<file path="config.mk">
export PLATFORM = sky130hd
export DESIGN_NAME = instr_fetch_unit
export DESIGN_NICKNAME = d
export VERILOG_FILES = /design/src/rtl/instr_fetch_unit.sv
export SDC_FILE = /design/constraint.sdc
export NUM_CORES = 1
export LEC_CHECK = 0
export ABC_AREA = 1
export BUFFER_PORTS_ARGS = -buffer_cell sky130_fd_sc_hd__buf_2
export CELL_PAD_IN_SITES_DETAIL_PLACEMENT = 1
export CELL_PAD_IN_SITES_GLOBAL_PLACEMENT = 2
export CORE_AREA = 2 2 200 143
export DETAILED_ROUTE_END_ITERATION = 16
export DIE_AREA = 0 0 202 145
export GPL_TIMING_DRIVEN = 0
export PLACE_DENSITY_LB_ADDON = 0.1
export SETUP_SLACK_MARGIN = 0.02
export SYNTH_ARGS = -nofsm -noshare
export SYNTH_HDL_FRONTEND = slang
export SYNTH_SLANG_ARGS = --single-unit
export TNS_END_PERCENT = 50
</file>
<file path="constraint.sdc">
create_clock -name clk -period 6.75 [get_ports clk]
set_clock_uncertainty 0.15 [all_clocks]
set_input_delay 0.675 -clock clk [delete_from_list [all_inputs] [get_ports clk]]
set_output_delay 0.675 -clock clk [all_outputs]
set_load 0.005 [all_outputs]
</file>
<file path="src/rtl/instr_fetch_unit.sv">
// Instruction fetch: owns the PC, issues word fetches to imem, buffers
// responses in a small prefetch FIFO and hands them to the cu in order.
// Ports: clk/reset; imem_req_* / imem_addr toward memory; imem_rsp_* back;
// instr_valid/instr_ready/instr/instr_pc toward cu; redirect_valid/redirect_pc
// from the branch unit (bits [1:0] of redirect_pc are ignored).
module instr_fetch_unit #(
  parameter int unsigned     XLEN     = 32,
  parameter logic [XLEN-1:0] RESET_PC = '0,
  parameter int unsigned     DEPTH    = 2
) (
  input  logic            clk,
  input  logic            reset,
  output logic            imem_req_valid,
  input  logic            imem_req_ready,
  output logic [XLEN-1:0] imem_addr,
  input  logic            imem_rsp_valid,
  input  logic [XLEN-1:0] imem_rsp_data,
  output logic            instr_valid,
  input  logic            instr_ready,
  output logic [XLEN-1:0] instr,
  output logic [XLEN-1:0] instr_pc,
  input  logic            redirect_valid,
  input  logic [XLEN-1:0] redirect_pc
);

  localparam int unsigned CW = $clog2(DEPTH) + 1;
  localparam int unsigned AW = $clog2(DEPTH);
  localparam logic [CW:0] DEPTH_C = (CW+1)'(DEPTH);
  localparam logic [XLEN-1:0] STEP = XLEN'(4);

  typedef enum logic [1:0] {IDLE, RUN, DRAIN} state_t;

  state_t          state, state_n;
  logic [XLEN-1:0] fetch_pc, fetch_n;
  logic [XLEN-1:0] rsp_pc, rsp_n;
  logic [CW-1:0]   out_cnt, out_n;
  logic [CW-1:0]   drop_cnt, drop_n;
  logic [CW-1:0]   cnt, cnt_n;
  logic [AW-1:0]   rd_ptr, rd_n;
  logic [AW-1:0]   wr_ptr, wr_n;

  logic [XLEN-1:0] data_q [DEPTH];
  logic [XLEN-1:0] pc_q   [DEPTH];

  logic            credit;
  logic            req;
  logic            accept;
  logic            rsp_ok;
  logic            push;
  logic            pop;
  logic [XLEN-1:0] target;

  assign target = {redirect_pc[XLEN-1:2], 2'b00};

  // In-flight plus buffered words never exceed the FIFO size, so every
  // response always has a slot waiting for it.
  assign credit = ({1'b0, out_cnt} + {1'b0, cnt}) < DEPTH_C;
  assign req    = (state == RUN) & ~redirect_valid & credit;
  assign accept = req & imem_req_ready;
  // A stray response with nothing outstanding is ignored.
  assign rsp_ok = imem_rsp_valid & (out_cnt != '0);
  assign push   = rsp_ok & (state == RUN) & ~redirect_valid;
  assign pop    = instr_valid & instr_ready;

  assign imem_req_valid = req;
  assign imem_addr      = fetch_pc;
  assign instr_valid    = (cnt != '0);
  assign instr          = data_q[rd_ptr];
  assign instr_pc       = pc_q[rd_ptr];

  always_comb begin
    state_n = state;
    fetch_n = fetch_pc;
    rsp_n   = rsp_pc;
    drop_n  = drop_cnt;
    cnt_n   = cnt;
    rd_n    = rd_ptr;
    wr_n    = wr_ptr;
    out_n   = out_cnt + CW'(accept) - CW'(rsp_ok);

    if (redirect_valid) begin
      // Everything buffered or still in flight belongs to the old path.
      fetch_n = target;
      rsp_n   = target;
      drop_n  = out_n;
      cnt_n   = '0;
      rd_n    = '0;
      wr_n    = '0;
    end else begin
      if (accept) fetch_n = fetch_pc + STEP;
      if (push) begin
        rsp_n = rsp_pc + STEP;
        wr_n  = wr_ptr + AW'(1);
      end
      if (pop) rd_n = rd_ptr + AW'(1);
      cnt_n = cnt + CW'(push) - CW'(pop);
      if (state == DRAIN && rsp_ok && drop_cnt != '0)
        drop_n = drop_cnt - CW'(1);
    end

    unique case (state)
      IDLE:  state_n = RUN;
      RUN:   if (redirect_valid && out_n != '0) state_n = DRAIN;
      DRAIN: if (!redirect_valid && drop_n == '0) state_n = RUN;
      default: state_n = IDLE;
    endcase
  end

  always_ff @(posedge clk) begin
    if (reset) begin
      state    <= IDLE;
      fetch_pc <= RESET_PC;
      rsp_pc   <= RESET_PC;
      out_cnt  <= '0;
      drop_cnt <= '0;
      cnt      <= '0;
      rd_ptr   <= '0;
      wr_ptr   <= '0;
    end else begin
      state    <= state_n;
      fetch_pc <= fetch_n;
      rsp_pc   <= rsp_n;
      out_cnt  <= out_n;
      drop_cnt <= drop_n;
      cnt      <= cnt_n;
      rd_ptr   <= rd_n;
      wr_ptr   <= wr_n;
    end
  end

  always_ff @(posedge clk) begin
    if (!reset && push) begin
      data_q[wr_ptr] <= imem_rsp_data;
      pc_q[wr_ptr]   <= rsp_pc;
    end
  end

endmodule

</file>
==> results.yml <==
grt:
  antenna_found_initial: 0
  grt_util_met1_pct: 32.1
  first_global_vias: 7652
  grt_max_degree: 19
  grt_first_pass_wirelength_um: 46500
  grt_util_met2_pct: 30.8
  grt.busiest_layer: "met1"
  use_met3_pct: 4.31
  global_route.usage.total_pct: 21.1
  grt_overflow_total: 0
placed_design:
  post-dp-hpwl_um: 23600
  dpl_cell_area_um2: 10700
  io_buffers: 161
  finalWeightedCongestion: 0.835
setup_path:
  classification_of_the_worst_setup_path: "in -> reg"
  critPathSlowestCell: "nor3_2"
  most_used_cell_along_the_critical_path: "buf_6"
  worstPathCellList: "buf_2, buf_2, nor2_1, inv_1, nor3_2, buf_6, buf_6, buf_6, buf_6"
  cpPeakStageDelay_ps: 600
  timing.critical_path.arrival_ps: 2990
  critPathTopFamily: "buffers and inverters"
  path_buf_inv: 7
  kind_of_start_point_of_the_critical_path: "primary input"
  cp.required_ps: 6750
  setup.worst_path.end_class: "register"
  worst-path-max-fanout: 11
yosys:
  synth-edff-count: 124
  ys_warn_count: 0
  synth.yosys.seq_area_share_pct: 55.8
  postSynth.asyncResetShare_pct: 0
  synth.area.top_cells: "edfxtp_1 (40%), dfxtp_1 (15%), nand2_1 (10%)"
  syn_avg_cell_area_um2: 9.37
  netlist_area_um2: 9220
  yosysTopAreaCell: "edfxtp_1"
  synth-main-ff-cell: "edfxtp_1"
  cells_after_synth: 984
  synth_most_common_cell: "nand2_1"
  area_fraction_of_the_dominant_cell_type_after_synthesis_pct: 40.4
  synth.cells.most_frequent: "nand2_1 (250), edfxtp_1 (124), nor2_1 (111)"
  synth_cell_type_count: 44
  synth.ff_latch_count: 195
pwr:
  cellInternalPower_mw: 1.95
  share_clk_of_total_power_pct: 37.7
  peakVddDrop_mv: 0.149
  net-switching-power_mw: 0.743
  power.share.switching_pct: 27.6
  power.total_mw: 2.69
  p_per_cell_area_nw_per_um2: 240
  cellLeakagePower_nw: 4.37
  comb_power_share_pct: 11.3
  share_of_power_burned_in_registers_pct: 51.0
final_layout:
  layout.filler_cells: 3214
  finish.net_count: 1257
  areaGrowthSynthToFinish_pct: 21.7
  multiInputGateArea_um2: 3570
  final-seq-area_um2: 5140
  drive_above_1_share_pct: 26.1
  postLayoutCellArea_um2: 11200
  diode_count: 0
floorplanning:
  std_cell_rows: 51
  die-height_um: 145
  pin_count: 168
  fp.dieW_um: 202
  placeableCoreArea_um2: 27400
  initial_core_util_pct: 33.7
  design.die.area_um2: 29300
route:
  initialDrtViolationCount: 392
  drc_errors: 0
  routed_via_density: 4.87
  route.vias.total: 7605
  post_drt_wl_per_cell_um: 19.4
  drt_pre_antenna_iters: 4
  antenna_violating_nets_post_route: 0
  drt-total-wl_um: 30400
sta:
  finalSetupViolCount: 0
  post-route-min-period_ps: 2990
  slew-limit-headroom_pct: 41.4
  unrepaired_setup_endpoints_after_global_routing: "false"
  timing_hold_violations_final: 0
  worst_pin_slew_ps: 879
  fmax_mhz: 334
  post-route-period-util_pct: 44.3
  max_slew_violations: 0
run_status:
  outcome: "finished, final reports clean"
clocking:
  postCtsSetupBuffers: 0
  clk_root_buffer_cell: "clkbuf_16"
  cts_made_buffers: 17
  cts_hold_repair.buffers: 0
  cts-root-to-sink-buffers: 2
  cts_tree: "yes"
  cts_resized: 0
  cts.sink_count: 195
  worstSkewPairLatency_ps: 450
  clk_transition_reported_paths_ps: 70
  cts_htree_levels: 4
worst_hold_path:
  hold_path.class: "in -> reg"
job:
  timing.max_cap.violations: 0
==> power groups by stage <==
stage	combinational [mW]	sequential (mW)	clock (mW)
after floorplan	0.183	1.38	0
after global placement	0.295	1.40	0
after detailed placement	0.305	1.40	0
after CTS	0.306	1.37	1.04
after global routing	0.342	1.38	1.08
final	0.305	1.37	1.01
==> stage by stage <==
stage	util, %	hold slack (ps)	setup TNS (ps)	instances	setup slack [ps]
after floorplan	-	270	0	987	687
after global placement	38.4	285	-326060	1519	-2670
after detailed placement	38.9	302	0	1531	3270
after CTS	41.0	243	0	1563	3750
after global routing	41.0	247	0	1563	3560
final	41.0	265	0	1563	3760
==> logic make-up after synthesis <==
group / synth area share [%]
other: 0.0407
AO/OA/AOI/OAI: 7.39
multiplexers: 7.57
XOR/XNOR: 1.80
buffers and inverters: 5.77
adder cells (fa/ha/maj): 1.17
flip-flops: 55.8
AND/OR/NAND/NOR: 20.5
==> path summary, 6_finish.rpt <==
kind | start | to | slack [ps] | cells past startpoint
worst max-delay path | redirect_valid | pc_q[1][25] | 3760 | 9
worst min-delay path | imem_rsp_data[14] | data_q[0][14] | 270 | 1
worst max register to register | out_cnt[0] | state[0] | 3870 | 17
worst min register to register | state[1] | state[0] | 320 | 1
==> cell type report <==
cell class	count	share of cell area (%)
Tap cell	371	4.14
Inverter	90	3.01
Buffer	33	1.73
Timing Repair Buffer	173	8.42
Clock inverter	14	1.28
Multi-Input combinational cell	669	31.8
Clock buffer	18	3.82
Sequential cell	195	45.8
==> registers in the layout, indices dropped and copies added, names as in the netlist, named ones only <==
name       cells
wr_ptr         1
rsp_pc        30
imem_addr     30
data_q        64
cnt            2
pc_q          60
rd_ptr         1
drop_cnt       2
out_cnt        2
state          2
==> metal layers <==
layer	part of all wire, %	routed length (µm)
met1	52	15800
met2	43	13100
met3	4.2	1280
met4	0.76	231
met5	0	0
==> cell usage in the layout (no fill, tap or decap), drive strengths merged, types with 2 or more instances in the layout <==
cell type,synthesis,layout
nand2,253,253
buf,24,197
edfxtp,124,124
nor2,116,116
inv,89,95
dfxtp,71,71
mux2,62,62
a21oi,62,62
nand3,54,54
o21ai,46,46
clkbuf,9,27
xor2,16,16
a31oi,12,12
nor3,8,8
ha,7,7
nand4,6,6
nand3b,5,5
or2,5,5
clkinv,1,5
conb,1,4
xnor2,3,3
clkinvlp,0,3
o22ai,2,2
No activity file was read; power rests on OpenSTA's default activity.
